$ cat config.mk
export PLATFORM = sky130hd
export DESIGN_NAME = dcache_lookup_port_flat
export DESIGN_NICKNAME = d
export VERILOG_FILES = /design/src/rtl/dcache_lookup_port_if.sv /design/src/rtl/dcache_lookup_port.sv /design/src/flat_wrapper.sv
export SDC_FILE = /design/constraint.sdc
export NUM_CORES = 1
export LEC_CHECK = 0
export ABC_AREA = 1
export BUFFER_PORTS_ARGS = -buffer_cell sky130_fd_sc_hd__buf_2
export CORE_AREA = 3 3 495 497
export CTS_CLUSTER_DIAMETER = 50
export DETAILED_ROUTE_END_ITERATION = 8
export DIE_AREA = 0 0 498 500
export GPL_TIMING_DRIVEN = 1
export PLACE_DENSITY = 0.3
export RECOVER_POWER = 50
export SLEW_MARGIN = 40
export SYNTH_ARGS = -nofsm -noshare
export SYNTH_HDL_FRONTEND = slang
export SYNTH_SLANG_ARGS = --single-unit
$ cat constraint.sdc
create_clock -name clk_i -period 3.15 [get_ports clk_i]
set_clock_uncertainty 0.1 [all_clocks]
set_input_delay 0.1575 -clock clk_i [delete_from_list [all_inputs] [get_ports clk_i]]
set_output_delay 0.1575 -clock clk_i [all_outputs]
set_load 0.005 [all_outputs]
$ cat src/rtl/dcache_lookup_port_if.sv
// Signal bundle between a load requester, the tag/data arbiter and the miss unit,
// seen from the lookup-port engine (master) and from its environment (slave).
interface dcache_lookup_port_if #(
  parameter int SET_ASSOC  = 8,
  parameter int ADDR_WIDTH = 12,
  parameter int TAG_WIDTH  = 44,
  parameter int LINE_WIDTH = 128,
  parameter int DATA_WIDTH = 64
);
  logic                            lu_req_i;
  logic                            lu_gnt_o;
  logic [ADDR_WIDTH-1:0]           lu_addr_i;
  logic [TAG_WIDTH-1:0]            lu_tag_i;
  logic                            lu_tag_valid_i;
  logic                            lu_kill_i;
  logic                            lu_rvalid_o;
  logic [DATA_WIDTH-1:0]           lu_rdata_o;
  logic [SET_ASSOC-1:0]            req_o;
  logic                            gnt_i;
  logic [ADDR_WIDTH-1:0]           addr_o;
  logic [TAG_WIDTH-1:0]            tag_o;
  logic [SET_ASSOC*LINE_WIDTH-1:0] rdata_i;
  logic [SET_ASSOC-1:0]            hit_way_i;
  logic                            miss_req_o;
  logic                            miss_gnt_i;
  logic [TAG_WIDTH+ADDR_WIDTH-1:0] miss_addr_o;
  logic                            miss_done_i;

  modport master (
    input  lu_req_i, lu_addr_i, lu_tag_i, lu_tag_valid_i, lu_kill_i,
    input  gnt_i, rdata_i, hit_way_i, miss_gnt_i, miss_done_i,
    output lu_gnt_o, lu_rvalid_o, lu_rdata_o, req_o, addr_o, tag_o,
    output miss_req_o, miss_addr_o
  );

  modport slave (
    output lu_req_i, lu_addr_i, lu_tag_i, lu_tag_valid_i, lu_kill_i,
    output gnt_i, rdata_i, hit_way_i, miss_gnt_i, miss_done_i,
    input  lu_gnt_o, lu_rvalid_o, lu_rdata_o, req_o, addr_o, tag_o,
    input  miss_req_o, miss_addr_o
  );
endinterface

$ cat src/rtl/dcache_lookup_port.sv
// One requester port of the set-associative data cache: issues all-way reads,
// returns the hit word, and on a miss hands off to the miss unit and replays.
module dcache_lookup_port #(
  parameter int SET_ASSOC  = 8,
  parameter int ADDR_WIDTH = 12,
  parameter int TAG_WIDTH  = 44,
  parameter int LINE_WIDTH = 128,
  parameter int DATA_WIDTH = 64
) (
  input  logic                 clk_i,
  input  logic                 rst_ni,
  input  logic                 flush_i,
  dcache_lookup_port_if.master bus
);

  localparam int WORDS  = LINE_WIDTH / DATA_WIDTH;
  localparam int OFF_LO = $clog2(DATA_WIDTH / 8);

  typedef enum logic [2:0] {
    IDLE, COMPARE, TAG_WAIT, MISS_REQ, WAIT_REFILL, REPLAY
  } state_t;

  state_t                state;
  logic [ADDR_WIDTH-1:0] addr_held;
  logic [TAG_WIDTH-1:0]  tag_held;
  logic                  kill_held;
  logic                  replay_pass;

  logic [TAG_WIDTH-1:0]            cmp_tag;
  logic                            any_hit;
  logic                            tag_ok;
  logic                            lu_gnt;
  logic [SET_ASSOC-1:0]            req;
  logic [ADDR_WIDTH-1:0]           addr;
  logic [TAG_WIDTH-1:0]            tag;
  logic                            rvalid;
  logic [DATA_WIDTH-1:0]           rdata;
  logic                            miss_req;
  logic [TAG_WIDTH+ADDR_WIDTH-1:0] miss_addr;

  // Lowest hitting way wins; the word inside the line comes from the byte offset.
  function automatic logic [DATA_WIDTH-1:0] pick_word(
    input logic [SET_ASSOC*LINE_WIDTH-1:0] lines,
    input logic [SET_ASSOC-1:0]            hits,
    input logic [ADDR_WIDTH-1:0]           a
  );
    int way;
    int word;
    way = 0;
    for (int i = SET_ASSOC - 1; i >= 0; i--) begin
      if (hits[i]) way = i;
    end
    word = int'(a >> OFF_LO) & (WORDS - 1);
    return lines[way*LINE_WIDTH + word*DATA_WIDTH +: DATA_WIDTH];
  endfunction

  assign cmp_tag = replay_pass ? tag_held : bus.lu_tag_i;
  assign any_hit = |bus.hit_way_i;
  assign tag_ok  = replay_pass || bus.lu_tag_valid_i;

  always_comb begin
    lu_gnt    = 1'b0;
    req       = '0;
    addr      = '0;
    tag       = '0;
    rvalid    = 1'b0;
    rdata     = '0;
    miss_req  = 1'b0;
    miss_addr = '0;
    if (rst_ni && !flush_i) begin
      unique case (state)
        IDLE: begin
          req    = {SET_ASSOC{bus.lu_req_i}};
          addr   = bus.lu_addr_i;
          lu_gnt = bus.lu_req_i & bus.gnt_i;
        end
        COMPARE: begin
          tag = cmp_tag;
          if (!bus.lu_kill_i && tag_ok && any_hit) begin
            rvalid = 1'b1;
            rdata  = pick_word(bus.rdata_i, bus.hit_way_i, addr_held);
          end
        end
        MISS_REQ: begin
          miss_req  = 1'b1;
          miss_addr = {tag_held, addr_held};
        end
        REPLAY: begin
          req  = '1;
          addr = addr_held;
        end
        default: ;
      endcase
    end
  end

  assign bus.lu_gnt_o    = lu_gnt;
  assign bus.req_o       = req;
  assign bus.addr_o      = addr;
  assign bus.tag_o       = tag;
  assign bus.lu_rvalid_o = rvalid;
  assign bus.lu_rdata_o  = rdata;
  assign bus.miss_req_o  = miss_req;
  assign bus.miss_addr_o = miss_addr;

  always_ff @(posedge clk_i or negedge rst_ni) begin
    if (!rst_ni) begin
      state       <= IDLE;
      addr_held   <= '0;
      tag_held    <= '0;
      kill_held   <= 1'b0;
      replay_pass <= 1'b0;
    end else if (flush_i) begin
      state       <= IDLE;
      addr_held   <= '0;
      tag_held    <= '0;
      kill_held   <= 1'b0;
      replay_pass <= 1'b0;
    end else begin
      unique case (state)
        IDLE: begin
          if (bus.lu_req_i && bus.gnt_i) begin
            addr_held   <= bus.lu_addr_i;
            replay_pass <= 1'b0;
            kill_held   <= 1'b0;
            state       <= COMPARE;
          end
        end
        COMPARE: begin
          if (bus.lu_kill_i) begin
            state <= IDLE;
          end else if (!tag_ok) begin
            state <= TAG_WAIT;
          end else if (any_hit) begin
            state <= IDLE;
          end else begin
            tag_held <= cmp_tag;
            state    <= MISS_REQ;
          end
        end
        TAG_WAIT: begin
          if (bus.lu_kill_i) begin
            state <= IDLE;
          end else if (bus.lu_tag_valid_i) begin
            tag_held <= bus.lu_tag_i;
            state    <= REPLAY;
          end
        end
        // A kill racing the miss grant cannot retract the refill; remember it instead.
        MISS_REQ: begin
          if (bus.miss_gnt_i) begin
            kill_held <= bus.lu_kill_i;
            state     <= WAIT_REFILL;
          end else if (bus.lu_kill_i) begin
            state <= IDLE;
          end
        end
        WAIT_REFILL: begin
          if (bus.miss_done_i) begin
            kill_held <= 1'b0;
            state     <= (kill_held || bus.lu_kill_i) ? IDLE : REPLAY;
          end else if (bus.lu_kill_i) begin
            kill_held <= 1'b1;
          end
        end
        REPLAY: begin
          if (bus.lu_kill_i) begin
            state <= IDLE;
          end else if (bus.gnt_i) begin
            replay_pass <= 1'b1;
            state       <= COMPARE;
          end
        end
        default: state <= IDLE;
      endcase
    end
  end

  no_multi_hit: assert property (
    @(posedge clk_i) disable iff (!rst_ni || flush_i)
    (state == COMPARE) |-> $onehot0(bus.hit_way_i)
  ) else $warning("dcache_lookup_port: multi-way hit 0x%0h, lowest way taken", bus.hit_way_i);

endmodule

$ cat src/flat_wrapper.sv
// flat-port wrapper written by rule: the top's interface ports become plain ports
module dcache_lookup_port_flat 
#(
  parameter int SET_ASSOC  = 8,
  parameter int ADDR_WIDTH = 12,
  parameter int TAG_WIDTH  = 44,
  parameter int LINE_WIDTH = 128,
  parameter int DATA_WIDTH = 64
)
  (clk_i, rst_ni, flush_i, bus_lu_req_i, bus_lu_addr_i, bus_lu_tag_i, bus_lu_tag_valid_i, bus_lu_kill_i, bus_gnt_i, bus_rdata_i, bus_hit_way_i, bus_miss_gnt_i, bus_miss_done_i, bus_lu_gnt_o, bus_lu_rvalid_o, bus_lu_rdata_o, bus_req_o, bus_addr_o, bus_tag_o, bus_miss_req_o, bus_miss_addr_o);
  dcache_lookup_port_if #(.SET_ASSOC(SET_ASSOC), .ADDR_WIDTH(ADDR_WIDTH), .TAG_WIDTH(TAG_WIDTH), .LINE_WIDTH(LINE_WIDTH), .DATA_WIDTH(DATA_WIDTH)) bus_i ();
  input  logic clk_i;
  input  logic rst_ni;
  input  logic flush_i;
  input wire logic [$bits(bus_i.lu_req_i)-1:0] bus_lu_req_i;
  input wire logic [$bits(bus_i.lu_addr_i)-1:0] bus_lu_addr_i;
  input wire logic [$bits(bus_i.lu_tag_i)-1:0] bus_lu_tag_i;
  input wire logic [$bits(bus_i.lu_tag_valid_i)-1:0] bus_lu_tag_valid_i;
  input wire logic [$bits(bus_i.lu_kill_i)-1:0] bus_lu_kill_i;
  input wire logic [$bits(bus_i.gnt_i)-1:0] bus_gnt_i;
  input wire logic [$bits(bus_i.rdata_i)-1:0] bus_rdata_i;
  input wire logic [$bits(bus_i.hit_way_i)-1:0] bus_hit_way_i;
  input wire logic [$bits(bus_i.miss_gnt_i)-1:0] bus_miss_gnt_i;
  input wire logic [$bits(bus_i.miss_done_i)-1:0] bus_miss_done_i;
  output wire logic [$bits(bus_i.lu_gnt_o)-1:0] bus_lu_gnt_o;
  output wire logic [$bits(bus_i.lu_rvalid_o)-1:0] bus_lu_rvalid_o;
  output wire logic [$bits(bus_i.lu_rdata_o)-1:0] bus_lu_rdata_o;
  output wire logic [$bits(bus_i.req_o)-1:0] bus_req_o;
  output wire logic [$bits(bus_i.addr_o)-1:0] bus_addr_o;
  output wire logic [$bits(bus_i.tag_o)-1:0] bus_tag_o;
  output wire logic [$bits(bus_i.miss_req_o)-1:0] bus_miss_req_o;
  output wire logic [$bits(bus_i.miss_addr_o)-1:0] bus_miss_addr_o;
  assign bus_i.lu_req_i = bus_lu_req_i;
  assign bus_i.lu_addr_i = bus_lu_addr_i;
  assign bus_i.lu_tag_i = bus_lu_tag_i;
  assign bus_i.lu_tag_valid_i = bus_lu_tag_valid_i;
  assign bus_i.lu_kill_i = bus_lu_kill_i;
  assign bus_i.gnt_i = bus_gnt_i;
  assign bus_i.rdata_i = bus_rdata_i;
  assign bus_i.hit_way_i = bus_hit_way_i;
  assign bus_i.miss_gnt_i = bus_miss_gnt_i;
  assign bus_i.miss_done_i = bus_miss_done_i;
  assign bus_lu_gnt_o = bus_i.lu_gnt_o;
  assign bus_lu_rvalid_o = bus_i.lu_rvalid_o;
  assign bus_lu_rdata_o = bus_i.lu_rdata_o;
  assign bus_req_o = bus_i.req_o;
  assign bus_addr_o = bus_i.addr_o;
  assign bus_tag_o = bus_i.tag_o;
  assign bus_miss_req_o = bus_i.miss_req_o;
  assign bus_miss_addr_o = bus_i.miss_addr_o;
  dcache_lookup_port #(.SET_ASSOC(SET_ASSOC), .ADDR_WIDTH(ADDR_WIDTH), .TAG_WIDTH(TAG_WIDTH), .LINE_WIDTH(LINE_WIDTH), .DATA_WIDTH(DATA_WIDTH)) u_core (.clk_i(clk_i), .rst_ni(rst_ni), .flush_i(flush_i), .bus(bus_i));
endmodule
==> metrics.csv, run 1 <==
stage;metric;value;unit
run_status;run status;complete, no violations;
layout;Total Nets Final;6195;
setup_path;capturing element type of the critical path;output port;
drt;First-pass DRT Iterations;5;
floorplanning;core region area;240800;um2
worst_hold_path;path category of the worst min-delay check;in2reg;
layout;final-layout fill cell count;29040;
clock_network;insertion delay of the later-clocked pin in the worst-skew pair;380;ps
setup_path;crit-path leading delay family;buffers and inverters;
power;total power;0.007649;W
floorplanning;IO Pins;1284;
layout;commonest cells after routing, fill and taps aside;1619 x nor2_1, 1261 x buf_2, 750 x nand2_1;
floorplanning;die area;249000;um2
setup_path;cell at the slowest stage of the critical path;dfrtp_4;
layout;proportion of layout cells with a drive suffix above 1;0.3043;
sta;worst relative slew slack;0.02650;
floorplanning;Site Rows;180;
sta;achievable frequency;0.3200;GHz
clock_network;sinks on the clock net;61;
clock_network;clock tree from TritonCTS;yes;
synthesis;number of library cell types mapped by synthesis;23;
synthesis;adder-cell area share of the yosys netlist;0;
synthesis;register bit total from synthesis;61;
layout;area delta synth->final;69.24;%
flow_run;reported max-cap violation count;0;
place;worst-case setup slack after placement;42.50;ps
place;routability congestion estimate from global placement;0.9200;
synthesis;post-synthesis instance total;3934;
power;power per cell area;259.0;nW/um2
synthesis;fraction of synthesized cell area in xor and xnor cells;0;
sta;transition time at the pin with the least slew margin;1460;ps
clock_network;clock buffer count from CTS;9;
sta;fin. max-slew vios;0;
clock_network;maximum buffer depth of the clock tree;2;
grt;Tot GR Track Use;0.1467;
drt;number of design rule violations left after detail routing;0;
synthesis;portion of the post-synthesis area used by sequential elements;0.08749;
setup_path;maximum cell stage delay along the critical path;550;ps
drt;number of nets still failing antenna checks after routing;0;
setup_path;FF-to-FF Start;u_core.state[0]$_DFFE_PN0P_;
synthesis;Mean Syn Cell Area;4.435;um2
grt;global-route wire length before repair;255300;um
setup_path;number of cells on the critical path;11;
sta;final worst-path setup slack;24.55;ps
layout;final cell utilization of the core;0.1226;
drt;Routed WL per cell;23.24;um
setup_path;critical path required time;2890;ps
power;leakage;15.68;nW
power;maximum VDD drop;0.2007;mV
setup_path;dominant cell type by count on the critical path;nand2_1;
clock_network;Root Buffer Master;clkbuf_16;
setup_path;category of the most critical setup path;reg2out;
setup_path;ordered list of cells on the worst path;buf_12, buf_16, nor2_1, nor2_1, nand2_1, nand2_1, inv_1, nand2_1, nand3_1, a21oi_1, buf_2;
setup_path;Startpoint Class;register;
sta;setup-violating endpoint count in the final report;0;
clock_network;clock-pin slew on the worst setup and hold paths;90;ps
synthesis;main combinational cell family by area after synthesis;simple AND/OR/NAND/NOR gates;
floorplanning;die width;498;um
setup_path;depth of the worst register-to-register path;11;
setup_path;Critical Path End;bus_lu_rdata_o[34];
synthesis;fraction of the mapped netlist area in compound gates;0.08154;
place;HPWL after detailed placement;164200;um
synthesis;Syn Nets;5031;
setup_path;endpoint arrival time on the critical path;2870;ps
setup_path;Worst R2R End;u_core.state[2]$_DFFE_PN0P_;
drt;total length of routed wires;193700;um
synthesis;netlist area before placement;17450;um2
setup_path;Worst Path Max Fanout;41;
setup_path;CP Launch Point;u_core.addr_held[3]$_DFFE_PN0P_;
grt;number of antenna violations at the first check in global routing;149;
grt;grt ovf;0;
synthesis;post-synthesis mux area share;0;
grt;via count of the first global-routing pass;30010;
sta;share of the cycle needed by the critical path after routing;0.9922;
synthesis;post-synthesis share of cell area spent on and, or, nand and nor gates;0.6815;
grt;maximum number of pins on one net before global-route repair;90;
sta;setup repair after global routing missed its margin;yes;
floorplanning;Chip Height;500;um
place;number of port buffers;1283;
synthesis;number of synthesis warnings;0;
sta;count of final hold-check violations;0;
drt;number of DRC markers in iteration 0;2150;
layout;most common cell after layout, fill and taps aside;nor2_1;
worst_hold_path;Hold Path Stages;5;
setup_path;flop-to-flop setup slack;650;ps
drt;vias per inst;3.630;
clock_network;number of levels in the clock H-tree;3;
floorplanning;starting density of the core;0.07247;
drt;via count;30250;
setup_path;Buf+Inv Stages, Crit Path;4;
sta;crit path time final;3125;ps
## report_power, final
part,switching (W),internal [W],leakage (nW),total (W)
clock network,0.000538,0.000626,0.147,0.00116
logic,0.00354,0.00196,14.7,0.00550
registers,0.0000798,0.000902,0.793,0.000982
total,0.00416,0.00349,15.7,0.00765
## registers in the layout, indices dropped and copies added, names as in the netlist
register / cells
u_core.state: 3
u_core.tag_held: 44
u_core.kill_held: 1
u_core.addr_held: 12
u_core.replay_pass: 1
## synthesized netlist by cell type
| cell | number | share of area |
|---|---|---|
| a21oi_1 | 123 | 0.035 |
| a31oi_1 | 1 | 0.00036 |
| buf_1 | 45 | 0.0097 |
| buf_2 | 113 | 0.032 |
| buf_4 | 11 | 0.0047 |
| buf_6 | 3 | 0.0019 |
| clkbuf_1 | 152 | 0.033 |
| dfrtp_1 | 61 | 0.087 |
| inv_1 | 313 | 0.067 |
| inv_2 | 3 | 0.00065 |
| nand2_1 | 755 | 0.16 |
| nand3_1 | 477 | 0.14 |
| nand3b_1 | 1 | 0.00043 |
| nand4_1 | 66 | 0.024 |
| nor2_1 | 1649 | 0.35 |
| nor2_2 | 1 | 0.00036 |
| nor2_4 | 2 | 0.0013 |
| nor3_1 | 2 | 0.00057 |
| nor3_2 | 2 | 0.0011 |
| o2111ai_1 | 1 | 0.00050 |
| o21ai_0 | 134 | 0.038 |
| o21ai_1 | 12 | 0.0034 |
| o21ai_2 | 7 | 0.0035 |
## worst min-delay path: stages
cell and delay, ps:
buf_2 100, inv_1 50, a21oi_1 50, nand2_1 60, o21ai_1 50
## layout make-up
| type | count | area (um2) | share of cell area |
|---|---|---|---|
| inverter | 316 | 1212 | 0.04106 |
| clock buffer | 9 | 225.2 | 0.007627 |
| tap | 3185 | 3985 | 0.1350 |
| clock inverter | 7 | 81.33 | 0.002754 |
| antenna | 45 | 112.6 | 0.003814 |
| sequential | 61 | 1531 | 0.05187 |
| multi-input combinational | 3233 | 13650 | 0.4622 |
| timing repair buffer | 1477 | 8732 | 0.2957 |
## per-layer routing
layer / vias up / track usage / part of all wire
met5: - / 0 / 0.0020
met4: 60 / 0.02974 / 0.023
met3: 287 / 0.02583 / 0.056
met2: 1346 / 0.2732 / 0.51
met1: 14060 / 0.1745 / 0.41
li1: 14490 / - / -
## cell families after synthesis
logic type | Yosys count
buf+inv | 640
flops | 61
simple gates | 2955
compound gates | 278
## through the flow
step / hold slack [ps] / TNS (ps) / cells / instance area, um2
5_1_grt: 49.48 / -290.4 / 8318 / 29490
3_3_place_gp: -27.10 / 0 / 8232 / 28140
3_5_place_dp: -35.97 / 0 / 8232 / 28150
2_1_floorplan: -238.1 / 0 / 3934 / 17450
4_1_cts: 3.540 / -15.25 / 8284 / 29190
6_report: 27.83 / 0 / 8333 / 29530
## worst min path at each step
| stage | startpoint | to | slack [ps] |
|---|---|---|---|
| final | bus_lu_tag_i[6] | u_core.tag_held[6]$_DFFE_PN0P_ | 30 |
| after global routing | bus_lu_tag_i[32] | u_core.tag_held[32]$_DFFE_PN0P_ | 50 |
| after CTS | bus_lu_tag_i[6] | u_core.tag_held[6]$_DFFE_PN0P_ | 4 |
| after detailed placement | rst_ni | u_core.addr_held[10]$_DFFE_PN0P_ | -40 |
| after global placement | rst_ni | u_core.addr_held[10]$_DFFE_PN0P_ | -30 |
| after floorplan | rst_ni | u_core.addr_held[0]$_DFFE_PN0P_ | -240 |
## repair_timing
item / CTS / global route
hold buffers: 12 / 0
endpoints found under the hold margin: 34 / 0
setup buffers: 18 / 3
gates resized for setup: 55 / 47
pin swaps: 1 / 1
setup endpoints to repair: 45 / 41
cloned: 6 / 1
No activity file was read; power rests on OpenSTA's default activity.
==> run 2, diff against run 1 <==
- CORE_AREA: 3 3 495 497 -> 3 3 506 508
- DIE_AREA: 0 0 498 500 -> 0 0 509 511
==> run 2 against run 1 <==
Register-to-register slack got worse by 110 ps. Wire length increased by 2.4%. Maximum frequency decreased by 0.38%. Non-clock buffer count increased by 38. Via count up 0.83%. Final cell count is 2.2% higher. Critical path depth rose by 2. Largest power group unchanged.
==> metrics.csv, run 2 (synthesis gave the netlist of run 1 again) <==
stage;metric;value;unit
power;relative contribution of the clock network to total power;0.156;
setup_path;endpoint arrival time on the critical path;2880;ps
floorplanning;Chip Height;511;um
drt;number of DRC markers in iteration 0;2234;
layout;Largest register FFs;44;
worst_hold_path;path category of the worst min-delay check;in2reg;
setup_path;Critical Path End;bus_lu_rdata_o[49];
clock_network;insertion delay of the later-clocked pin in the worst-skew pair;360;ps
flow_run;reported max-cap violation count;0;
drt;number of nets still failing antenna checks after routing;0;
grt;global-route met3 utilization;0.02233;
place;routability congestion estimate from global placement;0.8744;
layout;final-layout fill cell count;30440;
clock_network;Root Buffer Master;clkbuf_16;
grt;fraction of met1 tracks used by global routing;0.1703;
setup_path;depth of the worst register-to-register path;8;
drt;total length of routed wires;198200;um
drt;number of design rule violations left after detail routing;0;
power;part of the power in registers;0.127;
drt;Routed WL per cell;23.27;um
setup_path;critical path required time;2890;ps
sta;transition time at the pin with the least slew margin;1148;ps
floorplanning;core region area;251600;um2
grt;grt ovf;0;
run_status;run status;complete, no violations;
grt;met2 usage;0.2696;
place;HPWL after detailed placement;167700;um
floorplanning;Site Rows;184;
grt;busiest grt layer;met2;
power;total power;0.007763;W
power;internal power contribution;0.003606;W
place;worst-case setup slack after placement;-151.4;ps
power;sw frac;0.5355;
clock_network;clock-pin slew on the worst setup and hold paths;60;ps
setup_path;Worst Path Max Fanout;11;
place;number of port buffers;1283;
sta;final worst-path setup slack;12.55;ps
setup_path;category of the most critical setup path;reg2out;
setup_path;flop-to-flop setup slack;540;ps
setup_path;Worst R2R End;u_core.addr_held[3]$_DFFE_PN0P_;
layout;proportion of layout cells with a drive suffix above 1;0.3063;
power;combinational cell fraction of total power;0.717;
power;power per cell area;260.3;nW/um2
grt;Tot GR Track Use;0.1427;
setup_path;FF-to-FF Start;u_core.state[2]$_DFFE_PN0P_;
clock_network;clock buffer count from CTS;9;
power;maximum VDD drop;0.4373;mV
grt;via count of the first global-routing pass;30190;
layout;most common cell after layout, fill and taps aside;nor2_1;
floorplanning;starting density of the core;0.06933;
layout;area delta synth->final;70.93;%
layout;final cell utilization of the core;0.1185;
sta;fin. max-slew vios;0;
layout;post-layout instance area;29820;um2
sta;worst relative slew slack;0.2344;
sta;setup-violating endpoint count in the final report;0;
clock_network;maximum buffer depth of the clock tree;2;
drt;via count;30500;
floorplanning;die width;509;um
grt;number of antenna violations at the first check in global routing;144;
layout;Total Nets Final;6234;
sta;count of final hold-check violations;0;
place;Placement Cell Area;28660;um2
floorplanning;IO Pins;1284;
clock_network;number of levels in the clock H-tree;3;
sta;setup repair after global routing missed its margin;yes;
setup_path;capturing element type of the critical path;output port;
sta;share of the cycle needed by the critical path after routing;0.9960;
grt;maximum number of pins on one net before global-route repair;90;
floorplanning;die area;260100;um2
layout;register with the most flip-flops;u_core.tag_held;
sta;crit path time final;3137;ps
clock_network;sinks on the clock net;61;
drt;First-pass DRT Iterations;7;
sta;achievable frequency;0.3187;GHz
clock_network;clock tree from TritonCTS;yes;
drt;vias per inst;3.580;
layout;commonest cells after routing, fill and taps aside;1615 x nor2_1, 1261 x buf_2, 749 x nand2_1;
layout;biggest regs;u_core.tag_held: 44 flops, u_core.addr_held: 12 flops, u_core.state: 3 flops;
setup_path;CP Launch Point;u_core.addr_held[3]$_DFFE_PN0P_;
power;net switching power of the design;0.004157;W
grt;global-route wire length before repair;259100;um
power;leakage;15.77;nW
setup_path;Startpoint Class;register;
-- run 2: what timing repair did --
action,CTS,global route
pin swaps,0,1
endpoints found under the hold margin,19,0
gates resized for setup,57,35
hold buffers,11,0
endpoints found under the setup margin,59,44
gates cloned,4,4
buffers inserted,5,12
-- run 2: metal layers --
metal | vias up | share of wire
met2 | 1422 | 0.51
met1 | 14210 | 0.41
met4 | 54 | 0.017
met3 | 277 | 0.058
met5 | - | 0.0017
li1 | 14540 | -
-- run 2: layout make-up --
cell class                 instances  area [um2]  area share
tap                             3348        4189      0.1405
sequential                        61        1531     0.05136
clock inverter                     5       82.58    0.002769
multi-input combinational       3233       13580      0.4555
timing repair buffer            1515        8865      0.2973
clock buffer                      11       252.7    0.008475
timing repair inverter             1       20.02   0.0006713
antenna                           29       72.57    0.002433
inverter                         316        1225     0.04108
-- run 2: power groups by stage --
| stage | clock (W) | combinational [W] | sequential, W |
|---|---|---|---|
| 2_1_floorplan | 0 | 0.00268 | 0.000966 |
| 3_3_place_gp | 0 | 0.00548 | 0.000990 |
| 3_5_place_dp | 0 | 0.00546 | 0.000990 |
| 4_1_cts | 0.00127 | 0.00565 | 0.000982 |
| 5_1_grt | 0.00127 | 0.00620 | 0.00100 |
| 6_report | 0.00121 | 0.00557 | 0.000983 |
-- run 2: worst max-delay path, cell delays in order (launching register included) --
cell and delay, ps:
dfrtp_4 580, buf_16 210, buf_4 190, buf_4 150, nor2_1 50, buf_4 120
nor2_1 90, nand2_1 60, nand2_1 70, inv_1 40, nand2_1 50, nand3_1 440
a21oi_1 270, buf_2 150
-- run 2: worst min path at each step --
| stage | to | slack [ps] | depth (start not counted) | startpoint |
|---|---|---|---|---|
| after floorplan | u_core.addr_held[0]$_DFFE_PN0P_ | -240 | 0 | rst_ni |
| after global placement | u_core.state[2]$_DFFE_PN0P_ | 10 | 1 | rst_ni |
| after detailed placement | u_core.state[2]$_DFFE_PN0P_ | 9 | 1 | rst_ni |
| after CTS | u_core.addr_held[7]$_DFFE_PN0P_ | 2 | 3 | bus_lu_addr_i[7] |
| after global routing | u_core.addr_held[7]$_DFFE_PN0P_ | 50 | 3 | bus_lu_addr_i[7] |
| final | u_core.addr_held[7]$_DFFE_PN0P_ | 20 | 3 | bus_lu_addr_i[7] |
-- run 2: through the flow --
| stage | TNS, ps | instances | hold WS, ps |
|---|---|---|---|
| 2_1_floorplan | 0 | 3934 | -238.1 |
| 3_3_place_gp | -284.7 | 8438 | 10.98 |
| 3_5_place_dp | -348.3 | 8438 | 9.019 |
| 4_1_cts | -5.965 | 8474 | 2.050 |
| 5_1_grt | -75.94 | 8502 | 51.39 |
| 6_report | 0 | 8519 | 16.59 |
==> run 3, diff against run 2 <==
- MAX_ROUTING_LAYER: not set -> met4
==> run 3 against run 2 <==
The run now ends with max-capacitance violations, max-slew violations left. Sequential power down 0.4%. Sequential share of layout area about the same. Die area unchanged. Critical path depth unchanged. Design area grew 0.35%.
==> metrics.csv, run 3 (synthesis gave the netlist of run 1 again) <==
stage;metric;value;unit
floorplanning;die area;260100;um2
layout;biggest regs;u_core.tag_held: 44 flops, u_core.addr_held: 12 flops, u_core.state: 3 flops;
clock_network;maximum buffer depth of the clock tree;2;
sta;achievable frequency;0.3303;GHz
flow_run;reported max-cap violation count;1;
setup_path;cell at the slowest stage of the critical path;dfrtp_4;
sta;transition time at the pin with the least slew margin;1651;ps
layout;Largest register FFs;44;
clock_network;clock tree from TritonCTS;yes;
layout;register with the most flip-flops;u_core.tag_held;
setup_path;category of the most critical setup path;reg2out;
sta;fin. max-slew vios;52;
floorplanning;Site Rows;184;
clock_network;Root Buffer Master;clkbuf_16;
clock_network;number of levels in the clock H-tree;3;
grt;grt ovf;0;
floorplanning;IO Pins;1284;
layout;area delta synth->final;71.53;%
sta;worst relative slew slack;-0.1007;
drt;number of design rule violations left after detail routing;0;
grt;Tot GR Track Use;0.1467;
worst_hold_path;path category of the worst min-delay check;in2reg;
clock_network;clock-pin slew on the worst setup and hold paths;70;ps
layout;commonest cells after routing, fill and taps aside;1618 x nor2_1, 1257 x buf_2, 749 x nand2_1;
run_status;violated checks;max-capacitance violations, max-slew violations;
setup_path;maximum cell stage delay along the critical path;460;ps
setup_path;ordered list of cells on the worst path;buf_16, buf_16, buf_16, buf_4, nor2_1, nor2_1, nand3_1, nand2_1, inv_1, nand3_1, nand3_1, a21oi_1, buf_2;
sta;Post-Route Hold Slack;59.07;ps
drt;number of nets still failing antenna checks after routing;0;
drt;Routed WL per cell;23.07;um
drt;total length of routed wires;197300;um
clock_network;clock buffer count from CTS;9;
grt;maximum number of pins on one net before global-route repair;90;
grt;via count of the first global-routing pass;30580;
setup_path;Startpoint Class;register;
place;HPWL after detailed placement;169500;um
sta;count of final hold-check violations;0;
sta;crit path time final;3027;ps
sta;share of the cycle needed by the critical path after routing;0.9611;
grt;global-route wire length before repair;259600;um
floorplanning;core region area;251600;um2
clock_network;insertion delay of the later-clocked pin in the worst-skew pair;370;ps
drt;First-pass DRT Iterations;5;
floorplanning;Chip Height;511;um
place;worst-case setup slack after placement;-30.24;ps
setup_path;critical path required time;2890;ps
place;number of port buffers;1283;
layout;most common cell after layout, fill and taps aside;nor2_1;
setup_path;capturing element type of the critical path;output port;
clock_network;sinks on the clock net;61;
drt;via count;30490;
setup_path;Worst Path Max Fanout;27;
floorplanning;die width;509;um
sta;setup repair after global routing missed its margin;yes;
power;maximum VDD drop;0.2564;mV
layout;Total Nets Final;6235;
drt;number of DRC markers in iteration 0;2314;
sta;final worst-path setup slack;122.6;ps
floorplanning;starting density of the core;0.06933;
place;routability congestion estimate from global placement;0.9133;
sta;setup-violating endpoint count in the final report;0;
power;power per cell area;261.2;nW/um2
run_status;run status;finished, violations left;
layout;proportion of layout cells with a drive suffix above 1;0.3043;
power;leakage;15.76;nW
grt;number of antenna violations at the first check in global routing;136;
drt;vias per inst;3.565;
setup_path;endpoint arrival time on the critical path;2770;ps
layout;final-layout fill cell count;30450;
run 3: changes by cell type in the layout (fill, tap and decap cells not counted), sizes merged:
cell | before | now
dlygate4sd3 | 11 | 12
diode | 29 | 62
bufinv | 2 | 3
bufbuf | 2 | 1
clkbuf | 43 | 44
clkinv | 5 | 4
run 3: worst paths after layout:
| path | from | end | slack, ps | depth (start not counted) |
|---|---|---|---|---|
| worst max-delay path | u_core.addr_held[3]$_DFFE_PN0P_ | bus_lu_rdata_o[12] | 120 | 13 |
| worst min-delay path | bus_lu_tag_i[18] | u_core.tag_held[18]$_DFFE_PN0P_ | 60 | 5 |
| worst max register to register | u_core.state[0]$_DFFE_PN0P_ | u_core.tag_held[15]$_DFFE_PN0P_ | 380 | 9 |
| worst min register to register | u_core.kill_held$_DFFE_PN0P_ | u_core.kill_held$_DFFE_PN0P_ | 390 | 2 |
| max in group asynchronous | rst_ni | u_core.addr_held[3]$_DFFE_PN0P_ | 370 | 4 |
| min in group asynchronous | rst_ni | u_core.state[2]$_DFFE_PN0P_ | 160 | 2 |
run 3: where the power goes:
| group | internal, W | leakage [nW] | switching (W) |
|---|---|---|---|
| clock network | 0.000800 | 0.170 | 0.000495 |
| logic | 0.00197 | 14.8 | 0.00358 |
| registers | 0.000903 | 0.793 | 0.0000765 |
| total | 0.00367 | 15.8 | 0.00415 |
run 3: worst max-delay path, delay by kind of cell (launching register included):
| kind | cells | cell delay (ps) |
|---|---|---|
| buffers and inverters | 6 | 1030 |
| DFF | 1 | 460 |
| and+or+nand+nor | 6 | 540 |
| AOI/OAI and AO/OA | 1 | 230 |
run 3: final cells by class:
| class | count | area, um2 | area share |
|---|---|---|---|
| clock buffer | 11 | 242.7 | 0.008111 |
| multi-input combinational | 3233 | 13600 | 0.4546 |
| timing repair inverter | 1 | 16.27 | 0.0005435 |
| inverter | 316 | 1222 | 0.04085 |
| clock inverter | 5 | 107.6 | 0.003596 |
| antenna | 62 | 155.1 | 0.005184 |
| sequential | 61 | 1531 | 0.05117 |
| tap | 3348 | 4189 | 0.1400 |
| timing repair buffer | 1516 | 8859 | 0.2960 |
run 3: timing repair:
action,in CTS,in global routing
hold endpoints to repair,21,0
setup endpoints to repair,58,35
buffers inserted,5,2
gates resized for setup,70,24
hold buffers,12,0
pin swaps,1,0
gates cloned,2,2
run 3: through the flow:
stage	setup TNS [ps]	cells	power, W	util	area, um2
finish	0	8553	0.007816	0.1189	29930
global route	-33.49	8543	0.008525	0.1188	29900
CTS	-24.71	8487	0.008007	0.1179	29670
detailed placement	-30.24	8452	0.006512	0.1145	28810
global placement	-31.87	8452	0.006530	0.1145	28810
floorplan	0	3934	0.003649	-	17450
run 3: routing by layer:
| layer | vias to the layer above | global-route usage | part of all wire |
|---|---|---|---|
| met3 | 201 | 0.02283 | 0.059 |
| met5 | - | - | 0 |
| li1 | 14600 | - | - |
| met4 | 0 | 0.01866 | 0.016 |
| met1 | 14300 | 0.1687 | 0.41 |
| met2 | 1391 | 0.2716 | 0.52 |
